File: config.mk
export PLATFORM = sky130hd
export DESIGN_NAME = lut_ff_mux_bist
export DESIGN_NICKNAME = d
export VERILOG_FILES = /design/src/rtl/lut_ff_mux_bist.sv
export SDC_FILE = /design/constraint.sdc
export NUM_CORES = 1
export LEC_CHECK = 0
export BUFFER_PORTS_ARGS = -buffer_cell sky130_fd_sc_hd__buf_2
export CORE_ASPECT_RATIO = 1.5
export CORE_MARGIN = 4
export CORE_UTILIZATION = 55
export DETAILED_ROUTE_END_ITERATION = 12
export PLACE_DENSITY = 0.86
export SLEW_MARGIN = 10
export SYNTH_ARGS = -nofsm -noshare
export SYNTH_HDL_FRONTEND = slang
export SYNTH_SLANG_ARGS = --single-unit
File: constraint.sdc
create_clock -name clk -period 2.5 [get_ports clk]
set_input_delay 0.25 -clock clk [delete_from_list [all_inputs] [get_ports clk]]
set_output_delay 0.25 -clock clk [all_outputs]
set_load 0.01 [all_outputs]
File: src/rtl/lut_ff_mux_bist.sv
`default_nettype none
// ============================================================================
//  Module   : lut_ff_mux_bist
//  Purpose  : Built-in self-test sequencer for a lut_ff_mux pair. It drives
//             the same stimulus into a reference (golden) instance and a
//             post-route (netlist) instance, then compares their Q outputs
//             once per vector. It applies 5 directed vectors (a reset vector
//             and four LUT/mux patterns) and then NUM_VECTORS pseudo-random
//             vectors taken from an 8-bit LFSR.
//  Ports    : clk          - sole clock, rising edge
//             rst_n        - asynchronous active-low reset
//             start        - run request, sampled only in IDLE or DONE
//             q_golden     - Q from the reference instance
//             q_netlist    - Q from the post-route instance
//             dut_rst      - active-high reset to both instances
//             stim_in      - in[3:0] to both instances
//             stim_mux_sel - mux_sel to both instances
//             busy         - run in progress
//             done         - run complete, held until next start or reset
//             pass         - done with zero mismatches
//             mismatch_cnt - saturating count of failed compares
//  Revision : 1.0 - initial release
// ============================================================================
module lut_ff_mux_bist #(
  parameter int         NUM_VECTORS = 100,
  parameter logic [7:0] SEED        = 8'hA5,
  parameter int         MISMATCH_W  = 8
) (
  input  logic                  clk,
  input  logic                  rst_n,
  input  logic                  start,
  input  logic                  q_golden,
  input  logic                  q_netlist,
  output logic                  dut_rst,
  output logic [3:0]            stim_in,
  output logic                  stim_mux_sel,
  output logic                  busy,
  output logic                  done,
  output logic                  pass,
  output logic [MISMATCH_W-1:0] mismatch_cnt
);

  localparam logic [1:0] ST_IDLE  = 2'd0;
  localparam logic [1:0] ST_VEC   = 2'd1;
  localparam logic [1:0] ST_DRAIN = 2'd2;
  localparam logic [1:0] ST_DONE  = 2'd3;

  localparam int                    TOTAL_VECTORS = 5 + NUM_VECTORS;
  localparam logic [16:0]           LAST_VEC      = 17'(TOTAL_VECTORS - 1);
  localparam logic [16:0]           FIRST_RANDOM  = 17'd5;
  // An all-zero LFSR would lock up, so a zero seed is promoted to 1.
  localparam logic [7:0]            SEED_EFF      = (SEED == 8'h00) ? 8'h01 : SEED;
  localparam logic [MISMATCH_W-1:0] CNT_MAX       = '1;
  localparam logic [MISMATCH_W-1:0] CNT_ONE       = MISMATCH_W'(1);
  // Drain counter value seen on the fifth edge after the last compare.
  localparam logic [2:0]            DRAIN_LAST    = 3'd4;

  logic [1:0]  state;
  logic [16:0] vec_idx;
  logic        phase;      // 0: first cycle of a vector, 1: compare on next edge
  logic [2:0]  drain_cnt;
  logic [7:0]  lfsr;

  logic [7:0]  lfsr_next;
  logic [7:0]  lfsr_src;
  logic [16:0] vec_next;
  logic        cur_is_random;
  logic        miscompare;
  logic [3:0]  nxt_in;
  logic        nxt_sel;

  assign lfsr_next     = {lfsr[6:0], lfsr[7] ^ lfsr[5] ^ lfsr[4] ^ lfsr[3]};
  assign vec_next      = vec_idx + 17'd1;
  assign cur_is_random = (vec_idx >= FIRST_RANDOM);
  assign miscompare    = q_golden ^ q_netlist;

  // The LFSR steps at the edge that ends a random vector, and that same edge
  // loads the next vector. The first random vector therefore uses the seed
  // as loaded, while later ones use the freshly stepped value.
  assign lfsr_src = cur_is_random ? lfsr_next : lfsr;

  // Stimulus for the vector that starts at the upcoming compare edge.
  always_comb begin
    nxt_in  = lfsr_src[3:0];
    nxt_sel = lfsr_src[4];
    case (vec_next)
      17'd1: begin nxt_in = 4'b0100; nxt_sel = 1'b0; end
      17'd2: begin nxt_in = 4'b0100; nxt_sel = 1'b1; end
      17'd3: begin nxt_in = 4'b0001; nxt_sel = 1'b0; end
      17'd4: begin nxt_in = 4'b0001; nxt_sel = 1'b1; end
      default: ;
    endcase
  end

  always_ff @(posedge clk or negedge rst_n) begin
    if (!rst_n) begin
      state        <= ST_IDLE;
      vec_idx      <= '0;
      phase        <= 1'b0;
      drain_cnt    <= '0;
      lfsr         <= SEED;
      dut_rst      <= 1'b1;
      stim_in      <= '0;
      stim_mux_sel <= 1'b0;
      busy         <= 1'b0;
      done         <= 1'b0;
      pass         <= 1'b0;
      mismatch_cnt <= '0;
    end else begin
      case (state)
        ST_IDLE, ST_DONE: begin
          if (start) begin
            // Vector 0 holds both instances in reset.
            state        <= ST_VEC;
            vec_idx      <= '0;
            phase        <= 1'b0;
            drain_cnt    <= '0;
            lfsr         <= SEED_EFF;
            dut_rst      <= 1'b1;
            stim_in      <= '0;
            stim_mux_sel <= 1'b0;
            busy         <= 1'b1;
            done         <= 1'b0;
            pass         <= 1'b0;
            mismatch_cnt <= '0;
          end
        end

        ST_VEC: begin
          phase <= ~phase;
          if (phase) begin
            if (miscompare && (mismatch_cnt != CNT_MAX)) begin
              mismatch_cnt <= mismatch_cnt + CNT_ONE;
            end
            if (cur_is_random) begin
              lfsr <= lfsr_next;
            end
            if (vec_idx == LAST_VEC) begin
              // Last vector stays on the pins through the drain period.
              state     <= ST_DRAIN;
              drain_cnt <= '0;
            end else begin
              vec_idx      <= vec_next;
              dut_rst      <= 1'b0;
              stim_in      <= nxt_in;
              stim_mux_sel <= nxt_sel;
            end
          end
        end

        ST_DRAIN: begin
          if (drain_cnt == DRAIN_LAST) begin
            state <= ST_DONE;
            busy  <= 1'b0;
            done  <= 1'b1;
            pass  <= (mismatch_cnt == '0);
          end else begin
            drain_cnt <= drain_cnt + 3'd1;
          end
        end

        default: state <= ST_IDLE;
      endcase
    end
  end

endmodule
`default_nettype wire

* Word level (Yosys, flattened, before mapping)
Cells that the tools add are included.
** Operators by class
- Equal/unequal tests :: 18
- Reductions and logical operators :: 18
- Muxes and demuxes :: 43
- Bitwise logic cells :: 5
- Add/sub/neg operators :: 3
- $lt $le $gt $ge :: 1
** Operators by type and width (number)
- two-way mux 17 bit :: 3
- two-way mux 8 bit :: 6
- equality test 17 x 2 -> 1 bit, second input constant :: 2
- case mux 17 bit (2 select lines) :: 1
- case mux 8 bit (2 select lines) :: 2
- AND reduction 4 bit :: 5
- adder 17 x 1 -> 17 bit, second input constant :: 1
- equality test 17 x 1 -> 1 bit, second input constant :: 1
- equality test 17 x 3 -> 1 bit, second input constant :: 1
- equality test 17 x 7 -> 1 bit, second input constant :: 1
- >= comparator 17 x 3 -> 1 bit, second input constant :: 1
- != test 2 bit, second input constant :: 8
- case mux 4 bit (2 select lines) :: 2
- case mux 1 bit (2 select lines) :: 7
- two-way mux 3 bit :: 4
- two-way mux 4 bit :: 3
- OR reduction 2 bit :: 5
- two-way mux 1 bit :: 9
- case mux 3 bit (3 select lines) :: 1
- adder 8 x 1 -> 8 bit, second input constant :: 1
- logical NOT 8 bit :: 1
- two-way mux 2 bit :: 4
- != test 8 bit, second input constant :: 1
- case mux 2 bit (3 select lines) :: 1
- other kinds (11) :: 17
** Word-level totals
- Bits of input ports :: 5
- Word-level logic and storage cells :: 101
- Register bits after elaboration :: 48

* Depth between registers and ports, before layout
- Word-level depth :: 8
- Gate-level depth with buffers :: 9
- Gate-level depth less buffers :: 8

* Worst setup path before layout
OpenSTA, ideal clock, no wires.
- Path kind :: register to register
- Start point :: register vec_idx[0]
- End point :: register stim_in[0]
- Path slack :: 0.116 ns
- Data required time :: 2.413 ns
- Arrival :: 2.297 ns
- Cell stages (with the launch flop) :: 9
- Path through :: dfrtp_1 > ha_1 > clkbuf_1 > and4_1 > nand3_1 > a21o_1 > a22o_1 > or4_1 > o211ai_1
** On the way
- Longest elaborated chain between the ends :: 7
** Ends and longest elaborated chain
- start, declared :: line 59 : logic [16:0] vec_idx;
- start signal, assigned :: line 143 : vec_idx <= vec_next;
- adder 17 x 1 -> 17 bit :: line 73 : assign vec_next = vec_idx + 17'd1;
- equality test 17 x 3 -> 1 bit (tied with other cells) :: line 86 : case (vec_next)
- OR reduction 2 bit (no line)
- case mux 4 bit (2 select lines) :: line 86
- two-way mux 4 bit :: line 138 : if (vec_idx == LAST_VEC) begin
- two-way mux 4 bit :: line 131 : if (phase) begin
- case mux 4 bit (2 select lines) :: line 110 : case (state)
- end signal, assigned :: line 145 : stim_in <= nxt_in;
- end, declared :: line 35 : output logic [3:0] stim_in,
Several ways; a longest one is shown, not always the timed one. The select of a mux whose other input is x is not followed.
A chain may end at the register's enable or synchronous reset.

* Worst setup path in the final report
- Start point :: register vec_idx[9]
- End point :: register stim_in[0]
Same word-level chain as after synthesis.

==> impl_metrics.py <==
metrics = {
    "floorplanning": {
        "num_rows": 33,
        "die_h_um": 99.38,
        "ios": 22,
        "dieArea_sq_um": 6849,
        "start_util_pct": 56.18,
        "core-area_sq_um": 5450,
        "die_x_um": 68.92,
    },
    "power_and_ir_drop": {
        "p_seq_share_pct": 35.9,
        "p_switching_w": 0.001097,
        "ir_drop_v": 0.0003861,
        "pwr-share-clk_pct": 19.2,
        "power_density_nw_per_um2": 760.7,
        "internal_power_w": 0.001512,
        "p_leak_nw": 1.539,
        "comb_power_share_pct": 44.9,
        "p_sw_share_pct": 42.06,
    },
    "synthesis": {
        "yosys_warnings": 0,
        "ys.flop_type": "dfrtp_1",
        "synth_area_per_cell_sq_um": 8.823,
        "synth-adder-area-share_pct": 5.313,
        "synth-edff-count": 0,
        "synthXorXnorAreaFrac_pct": 4.863,
        "synth_simple_gate_area_share_pct": 21.37,
        "synth_top_family_by_area": "simple AND/OR/NAND/NOR gates",
        "synth-seq-area-share_pct": 39.44,
        "synth_area_leaders": "dfrtp_1 (35%), o21ai_0 (6.2%), ha_1 (5.3%)",
        "muxShareOfSynthArea_pct": 4.087,
        "ys_async_sr_fraction_pct": 100.0,
        "ys_types": 53,
        "synth_top_area_share_pct": 35.15,
        "ys_ff_latch": 48,
        "syn_area_sq_um": 3062,
        "synth_compound_area_share_pct": 19.94,
        "syn_nets": 365,
        "netlist_instances": 347,
        "synth_top_cell_by_area": "dfrtp_1",
    },
    "cts": {
        "cts_root_buffer": "clkbuf_8",
        "cts_buffer_depth": 2,
        "clkTransAtPathRegs_ps": 90,
        "cts_tree": "built",
        "numClockSinks": 48,
        "clk_latency_ps": 300,
        "cts_buffers": 5,
        "htree_num_levels": 2,
    },
    "routing": {
        "wl_per_cell_um": 16.16,
        "ant_nets": 0,
        "drc_errors": 0,
        "vias": 2765,
        "routed_wl_mm": 7.208,
        "initialDrtViolationCount": 159,
        "avgViaCountPerCell": 6.200,
        "drt_pre_antenna_iters": 5,
    },
    "status": {
        "outcome": "complete, no violations",
    },
    "layout": {
        "fin_area_sq_um": 3430,
        "drive_gt1_share_pct": 19.41,
        "finish.net_count": 393,
        "area_growth_pct": 12.01,
        "fin_cells": 446,
        "antenna_cells": 0,
    },
    "placement": {
        "post-place-ws_ps": -72.38,
        "dp_hpwl_mm": 5.171,
        "place_area_sq_um": 3293,
        "gp_congestion": 0.9201,
        "portBuffers": 21,
        "place_inst": 436,
    },
    "critical_path": {
        "path_max_fanout": 8,
        "worstPathRequired_ps": 2720,
        "cp_num_buf_inv": 0,
        "cpLargestDelayFamily": "simple AND/OR/NAND/NOR gates",
        "crit_path_end_kind": "flop",
        "slowest_delay_ps": 540,
        "crit_slowest_cell": "or4_1",
        "path_cells": "nand4_2, or4_1, a21o_1, a22o_1, or4_1, o211ai_1",
        "crit_path_frequent_cell": "or4_1",
        "arrival_ps": 2570,
        "cp-start-kind": "flop",
        "r2r-start": "vec_idx[9]$_DFFE_PN0P_",
        "setup.worst_path.class": "reg -> reg",
        "worstSetupStartpoint": "vec_idx[9]$_DFFE_PN0P_",
    },
    "global_routing": {
        "grtUsageTotal_pct": 22.55,
        "first_global_vias": 2760,
        "grt_max_degree": 27,
        "grt_pass1_wl_mm": 12.16,
        "grt_overflow": 0,
        "grt_antenna_before_repair": 0,
    },
    "sta": {
        "period_share_pct": 93.83,
        "tightest_slew_ps": 748.2,
        "finalSetupViolations": 0,
        "finalHoldViolations": 0,
        "layout_setup_ws_ps": 154.1,
        "tns_ps": 0,
        "fmax_mhz": 426.3,
        "fin_skew_ps": 6.438,
        "drv_slew": 0,
        "final.min_clock_period_ps": 2346,
        "relSlewSlack_pct": 50.06,
    },
    "hold_path": {
        "hp-class": "in -> reg",
        "worst_hold_startpoint": "start",
    },
    "job": {
        "cap_violations": 0,
    },
}
-- synth_stat cells (8+ instances only) --
| cell type | n |
|---|---|
| clkbuf_1 | 11 |
| a21oi_1 | 13 |
| nand4_1 | 10 |
| mux2i_1 | 8 |
| nand3_1 | 14 |
| dfrtp_1 | 43 |
| nand2_1 | 33 |
| o21ai_0 | 38 |
| ha_1 | 13 |
| and3_1 | 10 |
| nor3_1 | 12 |
| nor2_1 | 26 |
| inv_1 | 13 |
| xor2_1 | 11 |
-- layer usage --
metal	part of all wire, %	global-route usage [%]	vias to the layer above
li1	-	-	1328
met1	39	26.32	1354
met2	55	40.07	69
met3	3.7	3.277	14
met4	2.0	8.709	0
met5	0	0	-
-- worst register-to-register path: cells and delay by family (launching register included) --
family	cells	cell delay, ps
AND/OR/NAND/NOR	3	1210
AO/OA/AOI/OAI	3	540
flip-flops	1	510
-- power groups by stage --
stage	combinational, W	sequential, W	clock (W)
finish	0.00117	0.000936	0.000502
global route	0.00130	0.000948	0.000546
CTS	0.00115	0.000936	0.000506
detailed placement	0.00113	0.000950	0
global placement	0.00109	0.000944	0
floorplan	0.000758	0.000970	0
-- stage by stage --
step | hold WS (ps) | power, W | utilization (%)
finish | 303.0 | 0.002609 | 62.92
global route | 357.3 | 0.002798 | 62.92
CTS | 300.5 | 0.002588 | 62.44
detailed placement | 269.3 | 0.002085 | 60.42
global placement | 268.8 | 0.002039 | 60.42
floorplan | -45.59 | 0.001727 | -
-- logic make-up (layout without fill, tap and decap cells) --
kind of cell    count (synthesis)  in the layout
compound gates                 95             95
buf+inv                        34             63
mux                            12             12
xor+xnor                       17             17
flops                          48             48
fa+ha+maj                      13             13
simple gates                  128            128
-- cells in the final DEF (no fill, tap or decap), drive strengths merged, types with 3 or more instances in the layout --
cell | synthesis | layout
dfrtp | 43 | 43
buf | 10 | 41
o21ai | 38 | 38
nand2 | 33 | 33
nor2 | 26 | 26
nand3 | 14 | 14
inv | 13 | 13
a21oi | 13 | 13
ha | 13 | 13
nor3 | 12 | 12
nand4 | 12 | 12
xor2 | 11 | 11
and3 | 11 | 11
mux2i | 8 | 8
a31oi | 7 | 7
o31ai | 7 | 7
a22o | 7 | 7
xnor2 | 6 | 6
clkbuf | 11 | 6
or4 | 5 | 5
dfstp | 5 | 5
nor4 | 4 | 4
mux2 | 4 | 4
a21o | 3 | 3
o211ai | 3 | 3
and4 | 3 | 3
-- path summary, 6_finish.rpt --
| kind | endpoint | cells after the start | slack [ps] |
|---|---|---|---|
| min in group asynchronous | lfsr[1]$_DFFE_PN0P_ | 2 | 460 |
| worst max-delay path | stim_in[0]$_DFFE_PN0P_ | 6 | 150 |
| worst min-delay path | busy$_DFFE_PN0P_ | 3 | 300 |
| max in group asynchronous | lfsr[7]$_DFFE_PN1P_ | 3 | 1260 |
| worst min register to register | stim_in[2]$_DFFE_PN0P_ | 2 | 480 |
| worst max register to register | stim_in[0]$_DFFE_PN0P_ | 6 | 150 |
-- layout make-up --
type,instances,area (sq um)
Timing Repair Buffer,42,265.3
Clock inverter,2,15.01
Clock buffer,6,82.58
Sequential cell,48,1210
Tap cell,70,87.58
Multi-Input combinational cell,265,1720
Fill cell,469,2021
Inverter,13,48.80
-- flip-flops by register name, summed over array words and instances, names as in the netlist --
name and cells:
drain_cnt 3, dut_rst 1, vec_idx 17, done 1, mismatch_cnt 8, pass 1, stim_mux_sel 1, busy 1
stim_in 4, state 2, lfsr 8, phase 1
-- what timing repair did --
| item | CTS | global route |
|---|---|---|
| gates cloned | 0 | 0 |
| resized for setup | 1 | 8 |
| hold endpoints to repair | 20 | 0 |
| pin swaps | 0 | 2 |
| hold buffers | 1 | 0 |
| endpoints found under the setup margin | 3 | 23 |
| setup buffers | 0 | 1 |
(Power assumes the default switching activity.)
